`src/rtl/cp2_tx_queue.sv`:
```
// CP2 transmit queue: captures MEM-stage strobed words once, delivers them in order over valid/ready.
// Optional macro CP2_TXQ_BYPASS_EN: when empty, a new word is presented to CP2 in the same cycle.
module cp2_tx_queue #(
  parameter int DEPTH = 4,
  parameter int AW    = 2
) (
  input  logic          clk,
  input  logic          reset,
  input  logic          stall,
  input  logic          cp2_tds_0,
  input  logic [31:0]   cp2_tdata_0,
  input  logic          cp2_q_clr,
  input  logic          ovf_clr,
  input  logic          cp2_tready,
  output logic          cp2_tvalid,
  output logic [31:0]   cp2_tdata,
  output logic          cp2_q_stall,
  output logic [AW:0]   cp2_q_count,
  output logic          cp2_q_ovf
);

  localparam logic [AW:0]   FULL_CNT  = (AW+1)'(DEPTH);
  localparam logic [AW:0]   STALL_CNT = (AW+1)'(DEPTH - 1);
  localparam logic [AW-1:0] PTR_ONE   = AW'(1);

  logic [31:0]   mem_q [DEPTH];
  logic [AW-1:0] wr_ptr_q, wr_ptr_d;
  logic [AW-1:0] rd_ptr_q, rd_ptr_d;
  logic [AW:0]   count_q, count_d;
  logic          ovf_q, ovf_d;

  logic wr, rd, wr_acc, drop, empty, head_valid;
  logic bypass_act, bypass_take;

  // The MEM strobe stays high across a stall; only the unstalled cycle writes.
  assign wr         = cp2_tds_0 & ~stall;
  assign empty      = (count_q == '0);
  assign head_valid = ~empty;

`ifdef CP2_TXQ_BYPASS_EN
  assign bypass_act  = empty & wr;
  assign bypass_take = bypass_act & cp2_tready;
`else
  assign bypass_act  = 1'b0;
  assign bypass_take = 1'b0;
`endif

  // Handshake: a word transfers on any cycle where cp2_tvalid and cp2_tready are both high;
  // cp2_tvalid/cp2_tdata hold until that transfer or a queue clear.
  assign cp2_tvalid = head_valid | bypass_act;
  assign cp2_tdata  = head_valid ? mem_q[rd_ptr_q] :
                      (bypass_act ? cp2_tdata_0 : 32'd0);

  assign rd     = head_valid & cp2_tready;
  // A full queue still accepts when the head leaves in the same cycle.
  assign wr_acc = wr & ~bypass_take & ((count_q != FULL_CNT) | rd);
  assign drop   = wr & ~bypass_take & ~wr_acc;

  assign cp2_q_stall = (count_q >= STALL_CNT);
  assign cp2_q_count = count_q;
  assign cp2_q_ovf   = ovf_q;

  always_comb begin
    count_d  = count_q + (AW+1)'(wr_acc) - (AW+1)'(rd);
    wr_ptr_d = wr_acc ? wr_ptr_q + PTR_ONE : wr_ptr_q;
    rd_ptr_d = rd ? rd_ptr_q + PTR_ONE : rd_ptr_q;
    ovf_d    = ovf_q;
    if (ovf_clr) ovf_d = 1'b0;
    if (drop)    ovf_d = 1'b1;
  end

  always_ff @(posedge clk) begin
    if (!reset) begin
      wr_ptr_q <= '0;
      rd_ptr_q <= '0;
      count_q  <= '0;
      ovf_q    <= 1'b0;
    end else if (cp2_q_clr) begin
      wr_ptr_q <= '0;
      rd_ptr_q <= '0;
      count_q  <= '0;
    end else begin
      wr_ptr_q <= wr_ptr_d;
      rd_ptr_q <= rd_ptr_d;
      count_q  <= count_d;
      ovf_q    <= ovf_d;
    end
  end

  // Storage is not reset; contents are only observable through a valid head.
  always_ff @(posedge clk) begin
    if (reset && !cp2_q_clr && wr_acc) mem_q[wr_ptr_q] <= cp2_tdata_0;
  end

endmodule

```
`config.mk`:
```
export PLATFORM = sky130hd
export DESIGN_NAME = cp2_tx_queue
export DESIGN_NICKNAME = d
export VERILOG_FILES = /design/src/rtl/cp2_tx_queue.sv
export SDC_FILE = /design/constraint.sdc
export NUM_CORES = 1
export LEC_CHECK = 0
export ABC_CLOCK_PERIOD_IN_PS = 2670
export CAP_MARGIN = 20
export CORE_ASPECT_RATIO = 1.25
export CORE_MARGIN = 8
export CORE_UTILIZATION = 38
export CTS_CLUSTER_SIZE = 16
export DETAILED_ROUTE_END_ITERATION = 8
export MAX_ROUTING_LAYER = met4
export PLACE_DENSITY = 0.65
export SETUP_SLACK_MARGIN = 0.02
export SYNTH_ARGS = -nofsm -noshare
export SYNTH_HDL_FRONTEND = slang
export SYNTH_SLANG_ARGS = --single-unit
```
`constraint.sdc`:
```
create_clock -name clk -period 2.67 [get_ports clk]
set_input_delay 0.267 -clock clk [delete_from_list [all_inputs] [get_ports clk]]
set_output_delay 0.267 -clock clk [all_outputs]
set_load 0.005 [all_outputs]
```
# Word-level counts from Yosys, hierarchy flattened
# Memories as Yosys holds them, arrays and structs flattened. A register that Yosys moved wholly into a read port is not among the register bits.
# Index checks and enable logic that the tools add are counted.
[word_totals]
word_cells = 35
latch_bits = 0
mem_bits_ro = 0
memories = 1
ram_bits = 128
out_inout_bits = 38
register_bits = 8
[op_classes]
mul = 0
n_bitwise = 10
n_shift = 0
muxes = 7
n_reduce_logical = 7
n_div = 0
n_lt_le_gt_ge = 1
n_eq_ne = 1
add_sub_neg = 4
[mem_list]
columns = ["memory", "depth", "word_bits", "rd", "rd_ports_with_merged_regs", "wr", "line", "source"]
rows = [
  ["mem_q", 4, 32, 1, 1, 1, "26", "logic [31:0] mem_q [DEPTH];"],
]
[op_table]
columns = ["operator", "count"]
rows = [
  ["2-to-1 mux 32 bit", 1],
  ["inverter 1 bit", 5],
  ["adder 2 x 1 -> 2 bit, second input constant", 2],
  ["bitwise AND 1 bit", 4],
  ["2-to-1 mux 1 bit", 4],
  ["2-to-1 mux 2 bit", 2],
  ["adder 3 x 1 -> 3 bit", 1],
  [">= comparator 3 x 2 -> 1 bit, second input constant", 1],
  ["zero test 3 bit", 1],
  ["inequality test 3 bit, second input constant", 1],
  ["subtractor 3 x 1 -> 3 bit", 1],
  ["logical AND 1 bit", 2],
  ["AND reduction 2 bit", 1],
  ["nonzero test 2 bit", 1],
  ["OR reduction 2 bit", 1],
  ["zero test 1 bit", 1],
  ["OR 1 bit", 1],
]

# Depth between registers and ports, before layout
[logic_depth]
word_depth = 9
depth_mapped = 9

# Worst setup path before layout
# No wires, ideal clock.
[synth_path]
path_kind = "register -> register"
startpoint = "register count_q[1] (netlist: cp2_q_count[1])"
endpoint = "register count_q[2] (netlist: cp2_q_count[2])"
required_ps = 2552
path_stages_with_launch = 9
slack_ps = 510
t_arrival_ps = 2043
setup_time_ps = 118
period_less_slack_ps = 2160
path_buffers = 0
path_cell_list = "dfxtp_1 nor3_1 nor2b_1 ha_1 inv_1 ha_1 fa_1 xnor2_1 nor2_1"
[synth_between]
elab_chain_cells = 7
word_cells_on_any_way = 8
[synth_rtl]
columns = ["element", "line", "source"]
rows = [
  ["start, declared", "29", "logic [AW:0] count_q, count_d;"],
  ["start signal, assigned", "85", "count_q <= count_d;"],
  ["zero test 3 bit (*)", "37", "assign empty = (count_q == '0);"],
  ["inverter 1 bit (*)", "38", "assign head_valid = ~empty;"],
  ["bitwise AND 1 bit (*)", "54", "assign rd = head_valid & cp2_tready;"],
  ["via rd", "32", "logic wr, rd, wr_acc, drop, empty, head_valid;"],
  ["OR 1 bit", "56", "assign wr_acc = wr & ~bypass_take & ((count_q != FULL_CNT) | rd);"],
  ["bitwise AND 1 bit", "56", ""],
  ["adder 3 x 1 -> 3 bit", "64", "count_d = count_q + (AW+1)'(wr_acc) - (AW+1)'(rd);"],
  ["subtractor 3 x 1 -> 3 bit (*)", "64", ""],
]
# Mark *: on every way through the listed nets, which the timed path passes. The rest lies on a longest branch.
# A chain may end at the register's enable or synchronous reset.

==> run_results.csv <==
group,metric,value,unit
run_status,status,"completed",
sta,fmax,0.402,GHz
job,cap_violations,0,
cts,cts-buffers-inserted,17,
worst_setup_path,critPathKind,"reg2out",
worst_setup_path,startpoint_type,"flop",
synthesis,yosys.cell_count.top_type,"edfxtp_1",
synthesis,synthesis.nets,311,
sta,tns,0,ns
power,powerDensity,711,mW/mm2
worst_hold_path,min_delay_path_depth,2,
place,dpl_worst_slack,0.192,ns
sta,slew_headroom,0.698,
sta,rsz0062_at_grt,"no",
sta,worst_slack,0.184,ns
place,portBuffers,76,
synthesis,synth_flop_cell,"edfxtp_1",
global_route,grt_overflow,0,
synthesis,syn-mean-instance-area,20.5,um2
global_route,grt_start_max_net_pins,33,
synthesis,synth.area.top_cells,"edfxtp_1 (71%), mux4_2 (13%), and2b_1 (3.8%), dfxtp_1 (3.7%), ha_1 (1.6%)",
worst_hold_path,hp-class,"reg2reg",
synthesis,yosys.area.top_type,"edfxtp_1",
layout,layout-drive-gt1-share,0.218,
power,peakVddDrop,0.000433,V
synthesis,synth_cells,264,
sta,final_max_slew_viol_count,0,
synthesis,ys_types,28,
sta,worst_pin_slew,0.452,ns
worst_hold_path,min-delay-start,"cp2_q_ovf$_SDFFE_PN0P_",
cts,htree_num_levels,4,
routing,drtAntennaViolNets,0,
cts,cts.path.max_buffers,2,
worst_hold_path,whs_endpoint,"cp2_q_ovf$_SDFFE_PN0P_",
floorplan,die_x,123,um
global_route,grt_pass1_vias,3120,
floorplan,core,0.0139,mm2
routing,vias,2729,
layout,seq_area,0.00405,mm2
routing,wirelength,10400,um
layout,fillers,1156,
cts,clk_latency,0.40,ns
worst_setup_path,cp.required,2.40,ns
power,p_leak,2.37,nW
global_route,grt_first_pass_wirelength,16500,um
sta,finalCritPeriodShare,0.931,
cts,cts.sinks,138,
layout,multi_input_area,0.00128,mm2
global_route,grt_usage,0.124,
floorplan,die-area,0.0183,mm2
cts,root_buffer,"clkbuf_16",
worst_setup_path,cp.arrival,2.22,ns
cts,cts_tree,"built",
floorplan,start_util,0.389,
synthesis,synth_common_cells,"edfxtp_1 (128), mux4_2 (32), and2b_1 (27), dfxtp_1 (10), inv_1 (9)",
layout,antenna_cells,0,
floorplan,num_rows,48,
worst_setup_path,r2r_cells,8,
routing,via_per_inst,4.99,
synthesis,netlist_area,0.00540,mm2
power,power,0.00501,W
sta,setup_viol,0,
place,place_congestion,0.755,
sta,whs,0.482,ns
synthesis,synth_top_area_frac,0.712,
sta,final-hold-violation-count,0,
cts,ctsHoldBuffers,0,
routing,avgRoutedWirePerCell,19.0,um
worst_setup_path,r2r-start,"cp2_q_count[1]$_SDFF_PP0_",
worst_setup_path,critPathMaxFanout,32,
worst_setup_path,endpoint_kind,"output pin",
worst_setup_path,r2r-end,"cp2_q_count[1]$_SDFF_PP0_",
floorplan,io_pins,77,
floorplan,dieHeight,149,um
cts,post_cts_resized,0,
sta,finClkSkew,0.00592,ns
routing,first_pass_iters,4,
place,post-dp-hpwl,6670,um
cts,cts_setup_buffers,0,
synthesis,async_flop_share,0,
synthesis,synth_edf_count,128,
cts,path_clk_slew,0.06,ns
synthesis,synth-warning-count,0,
layout,synthToLayoutAreaGrowth,30.5,%
layout,final_net_count,407,
layout,finish.instance_area,0.00705,mm2
sta,fin_crit,2.49,ns
place,place_area,0.00646,mm2
worst_setup_path,ff2ff_setup_slack,0.52,ns
global_route,antenna_found_initial,0,
routing,drtIter0Drc,150,
synthesis,ys_seq_area_frac,0.749,
synthesis,ys_ff_latch,138,
routing,drcViolationCount,0,
[power breakdown]
part           total (W)  internal (W)  switching [W]
Combinational   0.000332      0.000203       0.000129
Clock            0.00229       0.00145       0.000837
Sequential       0.00239       0.00238     0.00000831
Total            0.00501       0.00403       0.000974
[sequential cells by signal (all words and copies together) (netlist names), named ones only]
name,cells
mem_q,128
wr_ptr_q,2
cp2_q_count,3
cp2_q_ovf,1
rd_ptr_q,2
[critical path: stages (launching register included)]
cell             delay, ns
dfxtp_2               0.34
buf_12                0.28
mux4_2                0.56
and2b_1               0.18
clkdlybuf4s50_1       0.44
[layer usage]
| metal | wire length, um | GRT usage |
|---|---|---|
| met2 | 5430 | 0.206 |
| met5 | 0 | - |
| met1 | 4340 | 0.141 |
| met3 | 516 | 0.0402 |
| met4 | 99 | 0.0348 |
[cells in the final DEF, fill, tap and decap left out, drive strengths merged]
cell type	instances
ha	7
clkinv	7
nor2b	8
a21oi	2
clkinvlp	3
mux4	32
clkbuf	18
and2	2
and2b	27
nand4	1
nand2	3
o21ai	6
inv	9
dfxtp	10
bufinv	3
or4b	2
nor2	2
nand3	1
fa	1
nor3	1
xnor2	1
a21boi	1
clkdlybuf4s50	76
o31ai	1
and3	4
buf	11
edfxtp	128
or3	2
nand2b	2
nor4b	1
[cell families (layout without fill, tap and decap cells)]
logic type,after synthesis,after routing,share of synthesized area
muxes,32,32,0.133
adders and majority gates,8,8,0.0199
xor gates and xnor gates,1,1,0.00162
AOI/OAI and AO/OA,10,10,0.0102
DFF,138,138,0.749
buffers and inverters,19,127,0.0153
and+or+nand+nor,56,56,0.0709
[per-stage QoR]
stage	utilization	std cells
2_1_floorplan	-	264
3_3_place_gp	0.466	516
3_5_place_dp	0.466	516
4_1_cts	0.508	547
5_1_grt	0.508	547
6_report	0.508	547
[cell type report]
type                    instances  area share
flip-flops and latches        138       0.574
clock inverters                13      0.0218
well taps                     175      0.0311
inverters                       9     0.00479
clock buffers                  18      0.0609
repair buffers                 87       0.125
multi-input cells             107       0.182
[worst max-delay path by stage]
stage	startpoint	endpoint	slack, ns	cells past startpoint
3_5_place_dp	cp2_tready	cp2_q_count[1]$_SDFF_PP0_	0.19	9
2_1_floorplan	cp2_q_count[1]$_SDFF_PP0_	cp2_q_count[2]$_SDFF_PP0_	0.51	8
3_3_place_gp	cp2_tready	cp2_q_count[1]$_SDFF_PP0_	0.29	9
6_report	flop	cp2_tdata[0]	0.18	4
5_1_grt	flop	cp2_tdata[2]	0.07	4
4_1_cts	flop	cp2_tdata[0]	0.13	4
Power figures use the tool's default switching activity.
